$ cat config.mk
export PLATFORM = sky130hd
export DESIGN_NAME = biquad_cfg_ctrl
export DESIGN_NICKNAME = d
export VERILOG_FILES = /design/src/rtl/biquad_cfg_ctrl.sv
export SDC_FILE = /design/constraint.sdc
export NUM_CORES = 1
export LEC_CHECK = 0
export CORE_UTILIZATION = 45
export CTS_CLUSTER_SIZE = 24
export DETAILED_ROUTE_END_ITERATION = 12
export HOLD_SLACK_MARGIN = 0.12
export PLACE_DENSITY_LB_ADDON = 0.3
export SYNTH_ARGS = -nofsm -noshare
export SYNTH_HDL_FRONTEND = slang
export SYNTH_SLANG_ARGS = --single-unit
$ cat constraint.sdc
create_clock -name CLK -period 77.5 [get_ports CLK]
set_input_delay 19.375 -clock CLK [delete_from_list [all_inputs] [get_ports CLK]]
set_output_delay 19.375 -clock CLK [all_outputs]
set_load 0.01 [all_outputs]
$ cat src/rtl/biquad_cfg_ctrl.sv
// ----------------------------------------------------------------------------
// BiquadCfgCtrl : coefficient configuration controller for a cascade of
// NSTAGE biquad sections.
//
// Coefficients are written one at a time into a shadow bank while the filter
// keeps running on the active bank. A commit request waits for the next
// sample boundary (smp_en) and then copies the whole shadow bank into the
// active bank in a single edge, so a section never runs with a half-updated
// coefficient set. After the swap the sections are held in reset for
// FLUSH_CYC cycles to clear stale state, and done pulses once on the return
// to IDLE.
//
// Parameters
//   NSTAGE    : number of cascaded biquad sections
//   FLUSH_CYC : cycles flt_rst is held after a swap (1..15)
//
// Ports
//   CLK       in   1            clock, rising edge
//   RST       in   1            asynchronous active-high reset
//   wr_valid  in   1            coefficient write request
//   wr_ready  out  1            write accept (high only in IDLE)
//   wr_stage  in   2            target section index
//   wr_sel    in   3            0=b_0 1=b_1 2=b_2 3=a_1 4=a_2
//   wr_data   in   16           signed coefficient value
//   commit    in   1            request to apply the shadow bank
//   smp_en    in   1            sample-boundary strobe
//   coef_out  out  80*NSTAGE    active coefficients, section s at [80s+79:80s],
//                               ordered b_0 (LSBs), b_1, b_2, a_1, a_2
//   flt_rst   out  1            reset to all biquad sections
//   busy      out  1            high while waiting for a sample or flushing
//   done      out  1            one-cycle pulse when a commit completes
//   err       out  1            sticky illegal-write flag
// ----------------------------------------------------------------------------
module biquad_cfg_ctrl #(
    parameter int NSTAGE    = 4,
    parameter int FLUSH_CYC = 4
) (
    input  logic                     CLK,
    input  logic                     RST,
    input  logic                     wr_valid,
    output logic                     wr_ready,
    input  logic [1:0]               wr_stage,
    input  logic [2:0]               wr_sel,
    input  logic signed [15:0]       wr_data,
    input  logic                     commit,
    input  logic                     smp_en,
    output logic [80*NSTAGE-1:0]     coef_out,
    output logic                     flt_rst,
    output logic                     busy,
    output logic                     done,
    output logic                     err
);

    typedef enum logic [1:0] {
        IDLE     = 2'd0,
        WAIT_SMP = 2'd1,
        FLUSH    = 2'd2
    } state_t;

    state_t             state;
    logic [3:0]         flushCnt;
    logic               dirty;
    logic               fltReg;
    logic signed [15:0] shadowBank [NSTAGE][5];
    logic signed [15:0] activeBank [NSTAGE][5];

    logic wrAccept;
    logic wrLegal;
    logic wrGood;
    logic wrBad;
    logic commitGo;
    logic swapNow;

    // Classify the write handshake. An out-of-range select or section index
    // is still accepted (the handshake completes) but must not touch any
    // bank; it only raises the sticky error. A commit is taken when there is
    // something to apply, counting a legal write landing on the same edge.
    always_comb begin
        wrAccept = wr_valid && wr_ready;
        wrLegal  = (wr_sel <= 3'd4) && (int'(wr_stage) < NSTAGE);
        wrGood   = wrAccept && wrLegal;
        wrBad    = wrAccept && !wrLegal;
        commitGo = (state == IDLE) && commit && (dirty || wrGood);
        swapNow  = (state == WAIT_SMP) && smp_en;
    end

    // Shadow bank: written only by legal accepted writes. Its contents are
    // kept across commits so a partial rewrite only changes what was written.
    always_ff @(posedge CLK or posedge RST) begin
        if (RST) begin
            for (int s = 0; s < NSTAGE; s++) begin
                for (int k = 0; k < 5; k++) begin
                    shadowBank[s][k] <= '0;
                end
            end
        end else if (wrGood) begin
            for (int s = 0; s < NSTAGE; s++) begin
                for (int k = 0; k < 5; k++) begin
                    if (s == int'(wr_stage) && k == int'(wr_sel)) begin
                        shadowBank[s][k] <= wr_data;
                    end
                end
            end
        end
    end

    // Active bank: the only thing that ever changes it is the swap on the
    // first sample boundary after a commit, and all sections move together.
    always_ff @(posedge CLK or posedge RST) begin
        if (RST) begin
            for (int s = 0; s < NSTAGE; s++) begin
                for (int k = 0; k < 5; k++) begin
                    activeBank[s][k] <= '0;
                end
            end
        end else if (swapNow) begin
            for (int s = 0; s < NSTAGE; s++) begin
                for (int k = 0; k < 5; k++) begin
                    activeBank[s][k] <= shadowBank[s][k];
                end
            end
        end
    end

    // Control FSM with registered outputs. Each output is loaded with the
    // value it must have in the state being entered, so wr_ready, busy and
    // the flush reset line up exactly with the state. The flush counter
    // starts at FLUSH_CYC-1 and the exit happens on the edge where it reads
    // zero, giving exactly FLUSH_CYC cycles of flt_rst. wr_ready comes up on
    // the first edge after reset release.
    always_ff @(posedge CLK or posedge RST) begin
        if (RST) begin
            state    <= IDLE;
            flushCnt <= '0;
            dirty    <= 1'b0;
            err      <= 1'b0;
            fltReg   <= 1'b0;
            busy     <= 1'b0;
            done     <= 1'b0;
            wr_ready <= 1'b0;
        end else begin
            done <= 1'b0;
            if (wrBad) begin
                err <= 1'b1;
            end
            case (state)
                IDLE: begin
                    if (wrGood) begin
                        dirty <= 1'b1;
                    end
                    if (commitGo) begin
                        state    <= WAIT_SMP;
                        busy     <= 1'b1;
                        wr_ready <= 1'b0;
                    end else begin
                        wr_ready <= 1'b1;
                    end
                end
                WAIT_SMP: begin
                    if (smp_en) begin
                        state    <= FLUSH;
                        dirty    <= 1'b0;
                        flushCnt <= 4'(FLUSH_CYC - 1);
                        fltReg   <= 1'b1;
                    end
                end
                FLUSH: begin
                    if (flushCnt == 4'd0) begin
                        state    <= IDLE;
                        fltReg   <= 1'b0;
                        busy     <= 1'b0;
                        done     <= 1'b1;
                        wr_ready <= 1'b1;
                    end else begin
                        flushCnt <= flushCnt - 4'd1;
                    end
                end
                default: begin
                    state    <= IDLE;
                    fltReg   <= 1'b0;
                    busy     <= 1'b0;
                    wr_ready <= 1'b0;
                end
            endcase
        end
    end

    // The section reset must also follow RST directly, without waiting for
    // a clock edge, so the datapath is cleared the moment reset is applied.
    assign flt_rst = fltReg | RST;

    // Flatten the active bank onto the output bus, b_0 in the low bits of
    // each 80-bit section slice.
    always_comb begin
        coef_out = '0;
        for (int s = 0; s < NSTAGE; s++) begin
            for (int k = 0; k < 5; k++) begin
                coef_out[80*s + 16*k +: 16] = activeBank[s][k];
            end
        end
    end

endmodule
### Word-level counts from Yosys, hierarchy flattened

Cells that the tools add are included.

* add/sub/neg operators: 1
* bitwise operators: 3
* reductions and logical operators: 60
* mux-type cells: 20
* magnitude comparators: 1
* equal/unequal tests: 14

Operators by type and width (number)
* $reduce_and 2->1: 21
* $logic_and 1x1->1: 26
* $reduce_and 3->1: 5
* $ne 2x2->1 const B: 5
* $eq 3x3->1 const A: 3
* $mux 1: 9
* $pmux 1 s3: 3
* $mux 4: 2
* $pmux 4 s2: 1
* $mux 2: 3
* $pmux 2 s3: 1
* $eq 2x2->1 const A: 2
* $logic_not 2->1: 2
* $logic_not 4->1: 1
* $reduce_bool 2->1: 2
* $sub 4x1->4 const B: 1
* $eq 2x3->1 const A: 1
* $le 3x3->1 const B: 1
* $logic_not 3->1: 1
* $eq 1x2->1 const A: 1
* $eq 2x1->1 const B: 1
* $eq 2x2->1 const B: 1
* $not 1->1: 2
* $pmux 1 s2: 1
* other kinds (3): 3

* register bits: 652
* logic and storage cells: 147
* output and inout port bits: 325
* input port bits: 26

### Depth between registers and ports, before layout

* word-level depth: 6
* depth in mapped cells: 7
* gate-level depth less buffers: 5

### Worst setup path before layout

Ideal clock, no wire load.

* path type: input -> output
* from: input RST
* to: output flt_rst
* cell stages on the path: 1
* slack: 38.444 ns
* buffers on the path: 0
* data required time: 58.125 ns
* data arrival time: 19.681 ns
* cell sequence: or2_2

* word-level cells in the longest chain between the ends: 1

Ends and longest elaborated chain
* from (decl): line 39 `input logic RST,`
* $or 1x1->1: line 190 `assign flt_rst = fltReg | RST;`
* to (decl): line 48 `output logic flt_rst,`

Every way passes these cells.

### Final worst setup path

Ends and elaborated chain as after synthesis.

==> results by group <==
Status
  • Outcome: finished, final reports clean

Power
  • PwrDens: 36.7 nW/um2
  • Design Power: ~1.1 mW
  • Maximum vdd ir drop: 21.2 uV
  • Pleak: 15.6 nW

Worst setup path
  • Worst EP arrival: 20.72 ns
  • Req. time, crit path: around 58 ns
  • CP cell instances: clkdlybuf4s50_1 -> or2_2 -> clkdlybuf4s50_1
  • Setup CP Type: in2out
  • Crit path launch type: primary input
  • Slowest Stage Delay on Critical Path: 0.51 ns
  • Maximum net fanout on the critical path: 2
  • CP dominant cell by count: clkdlybuf4s50_1
  • CP max-delay cell: clkdlybuf4s50_1
  • Crit end category: output port

Die
  • I/O pin count: 351
  • Die width: about 240 um
  • FP Rows: 85
  • Die height: 236 um
  • Core area: 54000 um2
  • Initial core utilization: 45.8%
  • Die ar.: 55900 um2

GRT
  • Initial antenna violation count: 9
  • Largest net degree at the start of global routing: about 240
  • Total track usage: 23.4%
  • Global-route wire length before repair: ~100000 um
  • Total gr overflow: 0
  • Vias in the first global route: ~17000

Run
  • # Max-Cap Violations: 0

Logic synthesis
  • Mapped Nets: 2172
  • Cells after synthesis: 2145
  • Post-Synthesis Cell Area: 24700 um2
  • Synth cell types: 44
  • Async SR Flop Fraction: 100%
  • Avg Cell Area, Syn: 11.5 um2
  • Seq/Total Area, Yosys: around 66%
  • Count of flip-flops with a built-in enable after synthesis: 0
  • Ys flop type: dfrtp_1
  • Syn. warnings: 0
  • Synthesized flop and latch total: 652

Final layout
  • P&R area growth vs syn: 24.8%
  • Non-filler cells, final: 3192
  • Fillers: 4474
  • Area of the multi-input gates: 7750 um2
  • Seq. cell area: 16300 um2
  • Ratio of cells with drive above 1 in the final layout: approximately a fifth
  • Fin nets: around 2500

Placement
  • Dpl hpwl: between 30000 and 40000 um
  • Cell Count Post-Placement: 3073
  • Dpl ws: 37.39 ns
  • Final Wtd Congestion: 0.767
  • # port buffers: 350

Clock network
  • H-tree depth: 3
  • Clk pin slew, worst setup/hold paths: around 0.060 ns
  • CTS Buffer Depth: 3
  • Sink Count: 652
  • CTS Hold Buffers Added: 0
  • CTS tree: done
  • CTS root buf: clkbuf_16
  • Cts repair resizes: 0
  • Num CTS Buffers: 67
  • Worst-Skew Late Latency: 0.60 ns
  • Post-CTS Setup Repair Bufs: 0

Route
  • Vias: 16400
  • Met2 routed WL: a little over 30000 um
  • DRT met1 WL: 28500 um
  • WL final: ~64000 um
  • Vias per cell: 5.14
  • Initial DRC count: 1123
  • Top Metal Used: met5
  • DRC viols: 0
  • Antenna viol nets, final: 0
  • 1st-pass router iterations: 6
  • Met3 Wirelength: 3640 um
  • Wire length per cell: 20.1 um

STA
  • Clock period minus final worst setup slack: 40.10 ns
  • Fin crit share: 51.7%
  • Fmax: 0.0249 GHz
  • Clock skew: 0.0243 ns
  • Slew @ Worst Pin: 1.43 ns
  • Setup violators final: 0
  • Slew headroom: under 10%
  • RSZ-0062 raised after global routing: no
  • Slew Limit Fails: 0
  • Worst Setup Slack, final: roughly 37 ns
  • Setup TNS: 0 ns
  • Fin. Hold Viols: 0

Hold path
  • HP Class: reg2reg
## final timing paths
path | from | end | slack [ns] | cells past startpoint
min reg2reg | shadowBank[308]$_DFFE_PP0P_ | coef_out[4]$_DFFE_PP0P_ | 0.44 | 2
max in group asynchronous | RST | coef_out[44]$_DFFE_PP0P_ | 54.71 | 5
min | shadowBank[308]$_DFFE_PP0P_ | coef_out[4]$_DFFE_PP0P_ | 0.44 | 2
min in group asynchronous | RST | coef_out[203]$_DFFE_PP0P_ | 19.36 | 2
max | RST | flt_rst | 37.40 | 3
max reg2reg | state[1]$_DFFE_PP0P_ | coef_out[19]$_DFFE_PP0P_ | 73.98 | 5
## registers in the layout (all words and copies together) (netlist names)
signal      flops
err             1
shadowBank    320
coef_out      320
fltReg          1
flushCnt        4
state           2
wr_ready        1
busy            1
dirty           1
done            1
## cell usage after synthesis, drive strengths merged (3+ instances only)
cell | n | area share, %
nand2 | 977 | 15
dfrtp | 652 | 66
mux2 | 320 | 15
clkbuf | 69 | 1.1
buf | 68 | 1.6
inv | 7 | 0.11
nor2b | 6 | 0.15
a21oi | 4 | 0.081
nor2 | 4 | 0.071
a211oi | 3 | 0.091
nand2b | 3 | 0.076
nor3b | 3 | 0.23
## metrics by stage
step / hold slack [ns] / cell area (um2) / utilization, %
6_report: 0.443 / 30900 / 57.1
2_1_floorplan: 0.432 / 24700 / -
4_1_cts: 0.446 / 30900 / 57.1
3_3_place_gp: 0.442 / 28600 / 52.9
3_5_place_dp: 0.446 / 28600 / 52.9
5_1_grt: 0.468 / 30900 / 57.1
## critical path: cells and delay by family
kind	cells	cell delay [ns]
buf+inv	2	1.00
simple gates	1	0.35
## per-layer routing
layer	vias up	global-route usage, %
met4	10	8.28
met5	-	0
met3	91	4.33
met2	482	36.8
li1	7412	-
met1	8407	32.7
## cell type report
cell class	count	area share, %
inverters	7	0.109
flip-flops and latches	652	52.9
diodes	1	0.00811
clock inverters	17	0.665
multi-input cells	1349	25.1
clock buffers	101	6.70
well taps	696	2.82
repair buffers	369	11.7
## cells in the final DEF (no fill, tap or decap), types with 3 or more instances in the layout
cell type,synthesis,final
bufinv_16,0,3
inv_6,0,4
nand2_1,965,965
a211oi_1,3,3
buf_2,50,9
nor2_1,3,3
a21oi_1,4,4
dfrtp_1,652,652
nor2b_2,0,4
clkdlybuf4s50_1,0,341
nor3b_4,3,3
nand2b_1,3,3
clkinv_2,0,5
nand2_2,12,12
mux2_2,317,317
clkbuf_16,0,69
buf_4,8,18
mux2_1,3,3
clkbuf_8,0,22
clkinvlp_4,0,3
clkbuf_1,68,10
inv_1,7,6
## logic make-up after synthesis
logic type / count (synthesis) / share of synthesized area (%)
and+or+nand+nor: 1010 / 16.1
DFF: 652 / 66.0
buffers and inverters: 144 / 2.72
muxes: 321 / 14.6
adders and majority gates: 1 / 0.0506
AOI/OAI and AO/OA: 17 / 0.511
## where the power goes
| part | internal [mW] | switching, mW | leakage (nW) |
|---|---|---|---|
| sequential | 0.443 | 0.0684 | 8.59 |
| clock | 0.195 | 0.132 | 1.11 |
| combinational | 0.155 | 0.138 | 5.85 |
| total | 0.793 | 0.339 | 15.6 |
Note: power is estimated with default switching activity, not from simulation.
